===== config.mk =====
export PLATFORM = sky130hd
export DESIGN_NAME = pipeline_stall_ctrl
export DESIGN_NICKNAME = d
export VERILOG_FILES = /design/src/rtl/pipeline_stall_ctrl.sv
export SDC_FILE = /design/constraint.sdc
export NUM_CORES = 1
export LEC_CHECK = 0
export ABC_AREA = 0
export CAP_MARGIN = 20
export CORE_MARGIN = 1.5
export CORE_UTILIZATION = 51
export CTS_CLUSTER_DIAMETER = 50
export DETAILED_ROUTE_END_ITERATION = 16
export GPL_ROUTABILITY_DRIVEN = 0
export GPL_TIMING_DRIVEN = 0
export PLACE_DENSITY_LB_ADDON = 0.25
export SLEW_MARGIN = 10
export SYNTH_ARGS = -nofsm -noshare
export SYNTH_HDL_FRONTEND = slang
export SYNTH_SLANG_ARGS = --single-unit

===== constraint.sdc =====
create_clock -name clk -period 2.2 [get_ports clk]
set_input_delay 0.22 -clock clk [delete_from_list [all_inputs] [get_ports clk]]
set_output_delay 0.22 -clock clk [all_outputs]
set_load 0.005 [all_outputs]

===== src/rtl/pipeline_stall_ctrl.sv =====
// Central pipeline sequencer: stall, flush and PC enables,
// memory-timeout detection and saturating debug counters.
module pipeline_stall_ctrl #(
  parameter int TIMEOUT = 16,
  parameter int CNT_W   = 16
) (
  input  logic             clk,
  input  logic             rst_n,
  input  logic             hazard_n,
  input  logic             ex_branch_taken,
  input  logic             dmem_req,
  input  logic             dmem_ready,
  output logic             pc_we,
  output logic             ifid_we,
  output logic             idex_we,
  output logic             exmem_we,
  output logic             memwb_we,
  output logic             ifid_flush,
  output logic             idex_flush,
  output logic             mem_err,
  output logic [CNT_W-1:0] stall_cnt,
  output logic [CNT_W-1:0] flush_cnt,
  output logic [CNT_W-1:0] wait_cnt,
  output logic [1:0]       state
);

  typedef enum logic [1:0] {
    BOOT     = 2'd0,
    RUN      = 2'd1,
    MEM_WAIT = 2'd2,
    ERROR    = 2'd3
  } state_t;

  localparam logic [7:0] TO_LIM = 8'(TIMEOUT);

  state_t           r_state;
  state_t           w_next;
  logic [7:0]       r_timer;
  logic [7:0]       w_timer_nxt;
  logic             r_err;
  logic             w_err_nxt;
  logic             w_pass;
  logic             w_inc_stall;
  logic             w_inc_flush;
  logic             w_inc_wait;
  logic [CNT_W-1:0] r_stall_cnt;
  logic [CNT_W-1:0] r_flush_cnt;
  logic [CNT_W-1:0] r_wait_cnt;

  // State, timer and sticky error registers
  always_ff @(posedge clk or negedge rst_n) begin
    if (!rst_n) begin
      r_state <= BOOT;
      r_timer <= 8'd0;
      r_err   <= 1'b0;
    end else begin
      r_state <= w_next;
      r_timer <= w_timer_nxt;
      r_err   <= w_err_nxt;
    end
  end

  // Next-state, enables, flushes and counter increments
  always_comb begin
    w_next      = r_state;
    w_timer_nxt = r_timer;
    w_err_nxt   = r_err;
    w_pass      = 1'b0;
    w_inc_stall = 1'b0;
    w_inc_flush = 1'b0;
    w_inc_wait  = 1'b0;
    pc_we       = 1'b0;
    ifid_we     = 1'b0;
    idex_we     = 1'b0;
    exmem_we    = 1'b0;
    memwb_we    = 1'b0;
    ifid_flush  = 1'b0;
    idex_flush  = 1'b0;
    unique case (r_state)
      BOOT: begin
        ifid_we    = 1'b1;
        idex_we    = 1'b1;
        exmem_we   = 1'b1;
        memwb_we   = 1'b1;
        ifid_flush = 1'b1;
        idex_flush = 1'b1;
        w_next     = RUN;
      end
      RUN: begin
        if (dmem_req && !dmem_ready) begin
          w_timer_nxt = 8'd1;
          w_next      = MEM_WAIT;
          w_inc_wait  = 1'b1;
        end else begin
          w_pass = 1'b1;
        end
      end
      MEM_WAIT: begin
        if (dmem_ready) begin
          w_pass      = 1'b1;
          w_next      = RUN;
          w_timer_nxt = 8'd0;
        end else begin
          w_inc_wait = 1'b1;
          if (r_timer + 8'd1 == TO_LIM) begin
            w_next    = ERROR;
            w_err_nxt = 1'b1;
          end else begin
            w_timer_nxt = r_timer + 8'd1;
          end
        end
      end
      ERROR: begin
        w_err_nxt = 1'b1;
      end
    endcase
    // Branch squash outranks load-use: the hazarding op dies anyway
    if (w_pass) begin
      if (ex_branch_taken) begin
        pc_we       = 1'b1;
        ifid_we     = 1'b1;
        idex_we     = 1'b1;
        exmem_we    = 1'b1;
        memwb_we    = 1'b1;
        ifid_flush  = 1'b1;
        idex_flush  = 1'b1;
        w_inc_flush = 1'b1;
      end else if (!hazard_n) begin
        idex_we     = 1'b1;
        exmem_we    = 1'b1;
        memwb_we    = 1'b1;
        idex_flush  = 1'b1;
        w_inc_stall = 1'b1;
      end else begin
        pc_we    = 1'b1;
        ifid_we  = 1'b1;
        idex_we  = 1'b1;
        exmem_we = 1'b1;
        memwb_we = 1'b1;
      end
    end
  end

  // Saturating event counters
  always_ff @(posedge clk or negedge rst_n) begin
    if (!rst_n) begin
      r_stall_cnt <= '0;
      r_flush_cnt <= '0;
      r_wait_cnt  <= '0;
    end else begin
      if (w_inc_stall && r_stall_cnt != '1)
        r_stall_cnt <= r_stall_cnt + CNT_W'(1);
      if (w_inc_flush && r_flush_cnt != '1)
        r_flush_cnt <= r_flush_cnt + CNT_W'(1);
      if (w_inc_wait && r_wait_cnt != '1)
        r_wait_cnt <= r_wait_cnt + CNT_W'(1);
    end
  end

  assign state     = r_state;
  assign mem_err   = r_err;
  assign stall_cnt = r_stall_cnt;
  assign flush_cnt = r_flush_cnt;
  assign wait_cnt  = r_wait_cnt;

endmodule


==> impl_table.tex, run 1 <==
\begin{tabular}{lr}
\hline
Metric & Value \\
\hline
\multicolumn{2}{l}{\textbf{Status}} \\
\quad Result of the run & finished with violations \\
\quad Violated checks & setup timing \\
\multicolumn{2}{l}{\textbf{Layout}} \\
\quad Post-synthesis to final-layout area growth & 39.88\% \\
\quad Final Net Count & 397 \\
\quad Fraction of layout instances using a drive strength above 1 & 0.1907 \\
\quad Final-layout fill cell count & 419 \\
\quad Number of inserted diodes & 0 \\
\quad Non-filler instance count after layout & 463 \\
\multicolumn{2}{l}{\textbf{Drt}} \\
\quad Drt initial violations & 94 \\
\quad Count of nets left with antenna violations after detail routing & 0 \\
\quad Routed wire per std cell & 14.94 um \\
\quad Count of TritonRoute iterations in the first routing pass & 4 \\
\quad Final wirelength & 6919 um \\
\quad Overall via count from detail\_route & 2530 \\
\quad Post-detailed-route via-to-cell ratio & 5.464 \\
\quad Number of remaining DRC errors & 0 \\
\multicolumn{2}{l}{\textbf{Yosys}} \\
\quad Cell with the most instances after synthesis & dfrtp\_1 \\
\quad Yosys top cell by area & dfrtp\_1 \\
\quad Yosys warnings & 0 \\
\quad Fraction of the yosys area taken by sequential cells & 0.4826 \\
\quad Fraction of registers with async set or reset after synthesis & 1.000 \\
\quad Most frequent cells after synthesis & dfrtp\_1, xor2\_1, nand3\_1, nand2\_1, nor2\_1 \\
\quad Cells after synthesis & 292 \\
\quad Netlist area before placement & 0.003059 mm\^{}2 \\
\quad Net count after synthesis & 306 \\
\quad Avg Cell Area, Syn & 10.48 um\^{}2 \\
\quad Primary FF master, synth & dfrtp\_1 \\
\quad Cell types occupying the most area after synthesis & dfrtp\_1, xor2\_1, xnor2\_1 \\
\quad Number of flops mapped to enable cells by yosys & 0 \\
\quad Flops \& latches, synth & 59 \\
\quad Number of distinct library cells after synthesis & 45 \\
\quad Top-area cell type share of the netlist area & 0.4826 \\
\multicolumn{2}{l}{\textbf{GRT}} \\
\quad Largest net degree at the start of global routing & 60 \\
\quad Highest-utilization routing layer at the global route stage & met2 \\
\quad Total routing usage reported by global routing & 0.2114 \\
\quad GRT met1 Usage & 0.2845 \\
\quad Met3 global-route usage & 0.06023 \\
\quad Antenna violations before repair & 0 \\
\quad Met2 global-route usage & 0.3328 \\
\quad Global-route congestion overflow total & 0 \\
\quad Number of global-route vias before repair & 2306 \\
\quad Wire length of the first global-routing pass & 10650 um \\
\multicolumn{2}{l}{\textbf{Clocking}} \\
\quad CTS HTree Levels & 3 \\
\quad Maximum buffer depth of the clock tree & 2 \\
\quad CTS tree & yes \\
\quad Clock Root Buffer & clkbuf\_8 \\
\quad Clock transition at the registers of the reported paths & 70 ps \\
\quad Clock latency at the later pin of the worst-skew pair & 340 ps \\
\quad Count of clock tree sinks & 59 \\
\quad Number of buffers created by CTS & 9 \\
\multicolumn{2}{l}{\textbf{Floorplanning}} \\
\quad Total Die Area & 0.006472 mm\^{}2 \\
\quad Starting utilization of the core area & 0.5229 \\
\quad Number of core rows & 28 \\
\quad Area of the core & 0.005851 mm\^{}2 \\
\quad Ports & 64 \\
\quad Chip Width & 80.45 um \\
\quad Die Y & 80.45 um \\
\multicolumn{2}{l}{\textbf{Power and ir drop}} \\
\quad P per Cell Area & 943.0 mW/mm\^{}2 \\
\quad Maximum resistive drop on vdd & 0.7009 mV \\
\quad Standby leakage power & 1.871 nW \\
\quad PnR Total Power & 4.035 mW \\
\multicolumn{2}{l}{\textbf{STA}} \\
\quad Final clock skew & 9.376 ps \\
\quad Setup repair after global routing missed its margin & yes \\
\quad Final critical-path required period & 2200 ps \\
\quad Share of the clock period used by the worst path after layout & 1.000 \\
\quad Number of pins with negative max-slew slack in the final report & 0 \\
\quad Top achievable clock speed & 454.5 MHz \\
\quad Actual slew at the worst max-slew pin & 903.8 ps \\
\quad Setup violators final & 1 \\
\quad Final Hold Vio Count & 0 \\
\quad Worst hold slack & 465.5 ps \\
\quad Final setup slack of the worst path & -0.4490 ps \\
\quad Worst max-slew margin expressed relative to the limit & 0.3928 \\
\multicolumn{2}{l}{\textbf{Placement}} \\
\quad Cell count after placement & 430 \\
\quad DPL Wire Length & 4331 um \\
\quad Number of port buffers & 63 \\
\multicolumn{2}{l}{\textbf{Worst hold path}} \\
\quad Class of the worst hold path & in -> async \\
\multicolumn{2}{l}{\textbf{Setup path}} \\
\quad Sort of element at the start of the critical path & flop \\
\quad Setup Crit Path Kind & reg -> out \\
\quad CP required & 1980 ps \\
\quad Critical Path End Type & primary output \\
\quad Peak fanout along the critical path & 5 \\
\quad Arrival @ worst endpoint & 1980 ps \\
\multicolumn{2}{l}{\textbf{Run}} \\
\quad Maximum capacitance violations & 0 \\
\hline
\end{tabular}
layer usage:
layer	part of all wire	wire length (um)	vias up
met3	0.047	324	9
met2	0.50	3494	69
met4	0.011	73	0
met5	0	0	-
met1	0.44	3026	1232
li1	-	-	1220
worst max-delay path: stages (launching register included):
cell and delay (ps):
dfrtp_1 410, inv_2 90, buf_12 130, ha_4 180, nand3_4 80, o21ai_4 60, buf_6 130, buf_6 100
or2_4 250, buf_6 110, buf_6 100
per-stage QoR:
step / instance area (um^2) / setup WS [ps] / setup TNS [ps] / utilization
after CTS: 4116 / -67.56 / -195.8 / 0.7036
after floorplan: 3059 / 239.2 / 0 / -
after global routing: 4279 / -84.47 / -425.7 / 0.7314
after detailed placement: 3781 / -144.9 / -531.7 / 0.6463
final: 4279 / -0.4490 / -0.4490 / 0.7314
after global placement: 3784 / -929.9 / -55200 / 0.6467
layout by cell type (no fill, tap or decap), types with 3 or more instances in the layout:
cell type	count
clkbuf_8	10
dfrtp_1	59
nand2_1	22
clkdlybuf4s50_1	55
mux2i_1	4
nand4_1	10
inv_1	6
clkinv_2	3
nand2b_1	3
xnor2_1	17
a21oi_1	5
ha_1	6
nor3_1	10
and4_1	4
xor2_1	26
mux2_2	5
buf_4	13
buf_6	10
o21ai_0	12
nand3_1	23
nor2b_1	4
a21o_1	3
nor2_1	23
clkdlybuf4s15_1	3
cell type report:
class	count	area [um^2]	area share
clock buffer	11	141.4	0.03304
timing repair buffer	80	778.2	0.1819
buffer	6	60.06	0.01404
multi-input combinational	219	1647	0.3848
sequential	59	1476	0.3450
clock inverter	5	52.55	0.01228
inverter	8	30.03	0.007018
tap	75	93.84	0.02193
power by group:
group          internal [mW]  switching, mW  total, mW
Combinational          0.995          0.651       1.65
Sequential              1.23          0.188       1.41
Clock                  0.548          0.427      0.975
flip-flops by register name, indices dropped and copies added (netlist names):
signal and cells:
flush_cnt 16, state 2, stall_cnt 16, r_timer 8, wait_cnt 16, mem_err 1
kinds of logic after synthesis:
group,count (synthesis),share of synthesized area
simple gates,125,0.2205
mux,9,0.03149
flops,59,0.4826
compound gates,34,0.08385
buf+inv,14,0.02577
xor+xnor,43,0.1231
fa+ha+maj,8,0.03272
path summary, 6_finish.rpt:
kind | startpoint | to | slack [ps] | cells past startpoint
max | state[0]$_DFFE_PN0P_ | memwb_we | -0.4 | 10
min | rst_n | flush_cnt[5]$_DFFE_PN0P_ | 470 | 2
max reg2reg | stall_cnt[0]$_DFFE_PN0P_ | stall_cnt[1]$_DFFE_PN0P_ | 80 | 5
min reg2reg | r_timer[7]$_DFFE_PN0P_ | r_timer[7]$_DFFE_PN0P_ | 480 | 1
max in group asynchronous | rst_n | r_timer[0]$_DFFE_PN0P_ | 1220 | 2
min in group clk | r_timer[7]$_DFFE_PN0P_ | r_timer[7]$_DFFE_PN0P_ | 480 | 1
repair_timing:
action / in CTS / in global routing
buffers inserted: 13 / 6
cloned: 0 / 0
hold buffers: 1 / 0
pin swaps: 0 / 10
endpoints found under the hold margin: 59 / 0
resized for setup: 22 / 27
endpoints found under the setup margin: 7 / 20
Note: power is estimated with default switching activity, not from simulation.
==> inputs of run 2 (changes only) <==
--- a/config.mk
+++ b/config.mk
@@ -13,7 +13,7 @@
 export DETAILED_ROUTE_END_ITERATION = 16
 export GPL_ROUTABILITY_DRIVEN = 0
 export GPL_TIMING_DRIVEN = 0
-export PLACE_DENSITY_LB_ADDON = 0.25
+export PLACE_DENSITY = 0.8
 export SLEW_MARGIN = 10
 export SYNTH_ARGS = -nofsm -noshare
 export SYNTH_HDL_FRONTEND = slang
==> constraint.sdc (replaced) <==
create_clock -name clk -period 2.25 [get_ports clk]
set_input_delay 0.225 -clock clk [delete_from_list [all_inputs] [get_ports clk]]
set_output_delay 0.225 -clock clk [all_outputs]
set_load 0.005 [all_outputs]
==> run 2 against run 1 <==
The flow now finishes without violations. Worst hold slack better by 17 ps. Via count up 0.87%. Die area stayed put. Combinational power is 12% lower. Wire length fell by 3.1%. Cell count down 0.86%. Clock power increased by 22%. First-iteration DRC count shrank 15%. Global-route usage rose by 0.88 points.
==> impl_table.tex, run 2 (synthesis gave the netlist of run 1 again) <==
\begin{tabular}{lr}
\hline
Metric & Value \\
\hline
\multicolumn{2}{l}{\textbf{Status}} \\
\quad Result of the run & finished clean \\
\multicolumn{2}{l}{\textbf{Setup path}} \\
\quad Peak fanout along the critical path & 4 (-1) \\
\quad Source of the worst register-to-register timing path & state[0]\$\_DFFE\_PN0P\_ \\
\quad Launch point of the worst path & state[0]\$\_DFFE\_PN0P\_ \\
\quad Series of cell instances along the critical path & inv\_2 -> ha\_4 -> nand2\_2 -> o21ai\_2 -> buf\_6 -> buf\_4 -> a21o\_1 -> dlygate4sd2\_1 \\
\quad CP required & 2030 ps (+50 ps) \\
\quad Worst Reg2Reg Path Length in Cells & 10 (+5) \\
\quad Arrival @ worst endpoint & 1950 ps (-30 ps) \\
\quad Sort of element at the start of the critical path & flop \\
\quad Largest incremental delay on the critical path & 410 ps (about the same) \\
\quad Cell with the largest stage delay on the worst path & dfrtp\_1 \\
\quad Critical Path End Type & primary output \\
\quad Setup Crit Path Kind & reg -> out \\
\multicolumn{2}{l}{\textbf{Power and ir drop}} \\
\quad P per Cell Area & 960.2 mW/mm\^{}2 (+1.8\%) \\
\quad Standby leakage power & 1.858 nW (-0.69\%) \\
\quad Maximum resistive drop on vdd & 0.5785 mV (-17\%) \\
\multicolumn{2}{l}{\textbf{Floorplanning}} \\
\quad Number of core rows & 28 (unchanged) \\
\quad Die Y & 80.45 um (unchanged) \\
\quad Area of the core & 0.005851 mm\^{}2 (unchanged) \\
\quad Chip Width & 80.45 um (unchanged) \\
\quad Total Die Area & 0.006472 mm\^{}2 (unchanged) \\
\quad Starting utilization of the core area & 0.5229 (unchanged) \\
\quad Ports & 64 (unchanged) \\
\multicolumn{2}{l}{\textbf{STA}} \\
\quad Final clock skew & 5.800 ps (-3.576 ps) \\
\quad Worst hold slack & 482.2 ps (+16.68 ps) \\
\quad Number of pins with negative max-slew slack in the final report & 0 (unchanged) \\
\quad Final setup slack of the worst path & 79.76 ps (+80.21 ps) \\
\quad Final critical-path required period & 2170 ps \\
\quad Final setup TNS & 0 ps (+0.4490 ps) \\
\quad Share of the clock period used by the worst path after layout & 0.9645 \\
\quad Setup violators final & 0 (-1) \\
\quad Top achievable clock speed & 460.8 MHz \\
\quad Final Hold Vio Count & 0 (unchanged) \\
\quad Worst max-slew margin expressed relative to the limit & 0.5052 (+0.1124) \\
\quad Actual slew at the worst max-slew pin & 742.2 ps (-161.7 ps) \\
\multicolumn{2}{l}{\textbf{Clocking}} \\
\quad Clock latency at the later pin of the worst-skew pair & 340 ps (about the same) \\
\quad Clock Root Buffer & clkbuf\_8 \\
\quad Maximum buffer depth of the clock tree & 2 (unchanged) \\
\quad CTS HTree Levels & 3 (unchanged) \\
\quad CTS tree & yes \\
\quad Clock transition at the registers of the reported paths & 70 ps (about the same) \\
\quad Count of clock tree sinks & 59 (unchanged) \\
\quad Number of buffers created by CTS & 9 (unchanged) \\
\multicolumn{2}{l}{\textbf{GRT}} \\
\quad Total routing usage reported by global routing & 0.2202 (+0.008783) \\
\quad Global-route congestion overflow total & 0 (unchanged) \\
\quad Antenna violations before repair & 0 (unchanged) \\
\quad Wire length of the first global-routing pass & 10920 um (+2.5\%) \\
\quad Largest net degree at the start of global routing & 60 (unchanged) \\
\quad Number of global-route vias before repair & 2351 (+2.0\%) \\
\multicolumn{2}{l}{\textbf{Layout}} \\
\quad Fraction of layout instances using a drive strength above 1 & 0.1719 (-0.01885) \\
\quad Post-synthesis to final-layout area growth & 36.81\% \\
\quad Leading cell types in the layout, fill and taps excluded & dfrtp\_1, clkdlybuf4s50\_1, xor2\_1, nor2\_1, nand3\_1 \\
\quad Final Net Count & 393 (-1.0\%) \\
\quad Number of inserted diodes & 0 (unchanged) \\
\quad Most common library cell in the layout ignoring fill and taps & dfrtp\_1 \\
\quad Final core utilization & 0.7154 (-0.01604) \\
\quad Non-filler instance count after layout & 459 (-0.86\%) \\
\quad Final-layout fill cell count & 424 (+1.2\%) \\
\multicolumn{2}{l}{\textbf{Placement}} \\
\quad Pre-CTS WS & -142.6 ps (+2.306 ps) \\
\quad Number of port buffers & 63 (unchanged) \\
\quad Cell count after placement & 430 (unchanged) \\
\quad DPL Wire Length & 4247 um (-1.9\%) \\
\multicolumn{2}{l}{\textbf{Drt}} \\
\quad Drt initial violations & 80 (-15\%) \\
\quad Count of nets left with antenna violations after detail routing & 0 (unchanged) \\
\quad Routed wire per std cell & 14.61 um (-2.2\%) \\
\quad Final wirelength & 6706 um (-3.1\%) \\
\quad Count of TritonRoute iterations in the first routing pass & 4 (unchanged) \\
\quad Post-detailed-route via-to-cell ratio & 5.560 (+1.7\%) \\
\quad Number of remaining DRC errors & 0 (unchanged) \\
\quad Overall via count from detail\_route & 2552 (+0.87\%) \\
\multicolumn{2}{l}{\textbf{Run}} \\
\quad Maximum capacitance violations & 0 (unchanged) \\
\multicolumn{2}{l}{\textbf{Worst hold path}} \\
\quad Class of the worst hold path & in -> async \\
\hline
\end{tabular}
[run 2: path summary, 6_finish.rpt]
check                                       endpoint  slack (ps)
min in group clk                 mem_err$_DFFE_PN0P_         480
max reg2reg                flush_cnt[15]$_DFFE_PN0P_          90
max in group asynchronous   stall_cnt[0]$_DFFE_PN0P_        1260
max                                       ifid_flush          80
min                         flush_cnt[3]$_DFFE_PN0P_         480
min reg2reg                      mem_err$_DFFE_PN0P_         480
[run 2: per-stage QoR]
stage | cell area, um^2 | power, mW
final | 4185 | 4.019
after global routing | 4185 | 4.253
after CTS | 4119 | 3.916
after detailed placement | 3781 | 2.618
after global placement | 3784 | 2.588
after floorplan | 3059 | 2.025
[run 2: power breakdown]
group          total [mW]  internal, mW  switching [mW]
Sequential           1.38          1.20           0.179
Clock                1.19         0.763           0.425
Combinational        1.45         0.852           0.602
Total                4.02          2.81            1.20
[run 2: critical path, delay by kind of cell, from the launching register on]
kind            cells  cell delay, ps
compound gates      2             230
simple gates        1              80
buf+inv             4             650
flops               1             410
fa+ha+maj           1             230
[run 2: cell type report]
cell class,count,area [um^2],share of cell area
buffer,6,52.55,0.01256
clock buffer,11,141.4,0.03378
inverter,8,30.03,0.007175
tap,75,93.84,0.02242
timing repair buffer,76,716.9,0.1713
sequential,59,1476,0.3528
multi-input combinational,219,1574,0.3761
clock inverter,5,100.1,0.02392
[run 2: repair_timing]
item,in CTS,in global routing
endpoints found under the setup margin,7,15
pin swaps,0,5
endpoints found under the hold margin,59,0
buffers inserted,8,4
resized for setup,16,12
hold buffers,1,0
[run 2: routing by layer]
layer | vias to the layer above | track usage | wire length (um)
li1 | 1209 | - | -
met5 | - | 0 | 0
met1 | 1255 | 0.2854 | 2908
met4 | 0 | 0.1086 | 167
met3 | 15 | 0.04773 | 374
met2 | 73 | 0.3479 | 3257
==> inputs of run 3 (changes only) <==
--- a/config.mk
+++ b/config.mk
@@ -14,6 +14,8 @@
 export GPL_ROUTABILITY_DRIVEN = 0
 export GPL_TIMING_DRIVEN = 0
 export PLACE_DENSITY = 0.8
+export REMOVE_ABC_BUFFERS = 1
+export SKIP_CTS_REPAIR_TIMING = 1
 export SLEW_MARGIN = 10
 export SYNTH_ARGS = -nofsm -noshare
 export SYNTH_HDL_FRONTEND = slang
==> run 3 against run 2 <==
The flow now finishes with violations (hold timing). Cell count is 2.4% lower. Clock skew hardly changed. Combinational power is 5% lower. Power is 5.8% lower. Non-clock buffer count is 11 lower. Sequential cell count stayed put. First-iteration DRC count is 140% higher. Critical path type is now reg -> reg. Largest cell class unchanged.
==> impl_table.tex, run 3 (synthesis gave the netlist of run 1 again) <==
\begin{tabular}{lr}
\hline
Metric & Value \\
\hline
\multicolumn{2}{l}{\textbf{Status}} \\
\quad Result of the run & finished with violations \\
\quad Violated checks & hold timing \\
\multicolumn{2}{l}{\textbf{STA}} \\
\quad Final Hold Vio Count & 59 (+59) \\
\quad Number of pins with negative max-slew slack in the final report & 0 (unchanged) \\
\quad Final setup TNS & 0 ps (unchanged) \\
\quad Setup violators final & 0 (unchanged) \\
\quad Share of the clock period used by the worst path after layout & 0.9733 (+0.008800) \\
\quad Final critical-path required period & 2190 ps (+19.80 ps) \\
\quad Top achievable clock speed & 456.6 MHz (-0.90\%) \\
\quad Worst hold slack & -52.90 ps (-535.1 ps) \\
\quad Final clock skew & 5.666 ps (-0.1343 ps) \\
\quad Worst max-slew margin expressed relative to the limit & 0.5209 (+0.01569) \\
\quad Actual slew at the worst max-slew pin & 718.6 ps (-23.54 ps) \\
\multicolumn{2}{l}{\textbf{GRT}} \\
\quad Met2 global-route usage & 0.3227 (-0.02521) \\
\quad Global-route congestion overflow total & 0 (unchanged) \\
\quad Highest-utilization routing layer at the global route stage & met2 \\
\quad Antenna violations before repair & 0 (unchanged) \\
\quad Wire length of the first global-routing pass & 10580 um (-3.1\%) \\
\quad GRT met1 Usage & 0.2826 (-0.002823) \\
\quad Met3 global-route usage & 0.05455 (+0.006818) \\
\quad Largest net degree at the start of global routing & 60 (unchanged) \\
\quad Number of global-route vias before repair & 2338 (-0.55\%) \\
\quad Total routing usage reported by global routing & 0.2138 (-0.006462) \\
\multicolumn{2}{l}{\textbf{Drt}} \\
\quad Routed wire per std cell & 14.71 um (+0.67\%) \\
\quad Overall via count from detail\_route & 2479 (-2.9\%) \\
\quad Count of nets left with antenna violations after detail routing & 0 (unchanged) \\
\quad Final wirelength & 6589 um (-1.7\%) \\
\quad Drt initial violations & 189 (+140\%) \\
\quad Count of TritonRoute iterations in the first routing pass & 4 (unchanged) \\
\quad Number of remaining DRC errors & 0 (unchanged) \\
\quad Post-detailed-route via-to-cell ratio & 5.533 (-0.48\%) \\
\multicolumn{2}{l}{\textbf{Worst hold path}} \\
\quad Class of the worst hold path & in -> async \\
\multicolumn{2}{l}{\textbf{Layout}} \\
\quad Most common library cell in the layout ignoring fill and taps & dfrtp\_1 \\
\quad Final-layout fill cell count & 446 (+5.2\%) \\
\quad Final core utilization & 0.7019 (-0.01347) \\
\quad Leading cell types in the layout, fill and taps excluded & dfrtp\_1, clkdlybuf4s50\_1, xor2\_1, nor2\_1, nand3\_1 \\
\quad Post-synthesis to final-layout area growth & 34.23\% \\
\quad Number of inserted diodes & 0 (unchanged) \\
\quad Final Net Count & 382 (-2.8\%) \\
\quad Fraction of layout instances using a drive strength above 1 & 0.1501 (-0.02174) \\
\multicolumn{2}{l}{\textbf{Setup path}} \\
\quad Setup Crit Path Kind & reg -> reg \\
\quad Register-to-register path setup slack & 60 ps (-30 ps) \\
\quad Sort of element at the start of the critical path & flop \\
\quad Worst Reg2Reg Path Length in Cells & 9 (-1) \\
\quad Arrival @ worst endpoint & 2450 ps (+500 ps) \\
\quad Critical Path End Type & flop \\
\quad Source of the worst register-to-register timing path & state[0]\$\_DFFE\_PN0P\_ \\
\quad Peak fanout along the critical path & 5 (+1) \\
\quad Endpoint of the lowest-slack register-to-register path & flush\_cnt[9]\$\_DFFE\_PN0P\_ \\
\quad CP required & 2510 ps (+480 ps) \\
\multicolumn{2}{l}{\textbf{Clocking}} \\
\quad Number of buffers created by CTS & 9 (unchanged) \\
\quad Clock transition at the registers of the reported paths & 70 ps (about the same) \\
\quad CTS tree & yes \\
\quad Maximum buffer depth of the clock tree & 2 (unchanged) \\
\quad Clock latency at the later pin of the worst-skew pair & 340 ps (about the same) \\
\quad Count of clock tree sinks & 59 (unchanged) \\
\quad CTS HTree Levels & 3 (unchanged) \\
\quad Clock Root Buffer & clkbuf\_8 \\
\multicolumn{2}{l}{\textbf{Placement}} \\
\quad Number of port buffers & 63 (unchanged) \\
\quad DPL Wire Length & 4402 um (+3.7\%) \\
\multicolumn{2}{l}{\textbf{Floorplanning}} \\
\quad Area of the core & 0.005851 mm\^{}2 (unchanged) \\
\quad Chip Width & 80.45 um (unchanged) \\
\quad Ports & 64 (unchanged) \\
\quad Starting utilization of the core area & 0.5229 (unchanged) \\
\quad Number of core rows & 28 (unchanged) \\
\quad Die Y & 80.45 um (unchanged) \\
\quad Total Die Area & 0.006472 mm\^{}2 (unchanged) \\
\multicolumn{2}{l}{\textbf{Run}} \\
\quad Maximum capacitance violations & 0 (unchanged) \\
\multicolumn{2}{l}{\textbf{Power and ir drop}} \\
\quad P per Cell Area & 921.6 mW/mm\^{}2 (-4.0\%) \\
\quad Maximum resistive drop on vdd & 0.6412 mV (+11\%) \\
\quad Standby leakage power & 1.856 nW (about the same) \\
\hline
\end{tabular}
[run 3: worst max path at each step]
stage,slack (ps),cells past startpoint,from,endpoint
floorplan,-110,7,state[1]$_DFFE_PN0P_,stall_cnt[11]$_DFFE_PN0P_
global placement,-880,1,rst_n,r_timer[6]$_DFFE_PN0P_
detailed placement,-630,6,dmem_ready,stall_cnt[11]$_DFFE_PN0P_
CTS,-990,7,state[1]$_DFFE_PN0P_,ifid_we
global route,-90,8,state[0]$_DFFE_PN0P_,stall_cnt[13]$_DFFE_PN0P_
finish,60,9,state[0]$_DFFE_PN0P_,flush_cnt[9]$_DFFE_PN0P_
[run 3: routing by layer]
layer | vias to the layer above | wire length (um)
met5 | - | 0
met4 | 0 | 144
met3 | 16 | 339
met2 | 74 | 3163
met1 | 1203 | 2941
li1 | 1186 | -
[run 3: layout make-up]
cell class	count	area, um^2	area share
Sequential cell	59	1478	0.3598
Tap cell	75	93.84	0.02285
Clock buffer	12	165.2	0.04022
Timing Repair Buffer	71	705.7	0.1718
Multi-Input combinational cell	219	1587	0.3863
Inverter	8	30.03	0.007313
Clock inverter	4	47.55	0.01158
[run 3: worst max-delay path, cell delays in order (launching register included)]
cell and delay [ps]:
dfrtp_1 420, inv_2 100, ha_4 300, nand2_2 70, o21ai_4 220, buf_4 160
buf_4 140, nand3_2 140, nor4b_1 400, xor2_1 180
[run 3: power by group]
group	switching [mW]	total, mW	leakage (nW)	internal, mW
sequential	0.183	1.38	0.783	1.20
combinational	0.581	1.38	0.964	0.802
clock	0.420	1.02	0.108	0.598
[run 3: metrics by stage]
step	power [mW]	area, um^2	std cells	setup slack (ps)
2_1_floorplan	1.947	3010	286	-109.6
3_3_place_gp	2.507	3735	424	-884.8
3_5_place_dp	2.546	3732	424	-626.5
4_1_cts	3.577	3945	440	-987.5
5_1_grt	4.000	4106	448	-85.99
6_report	3.784	4106	448	59.96
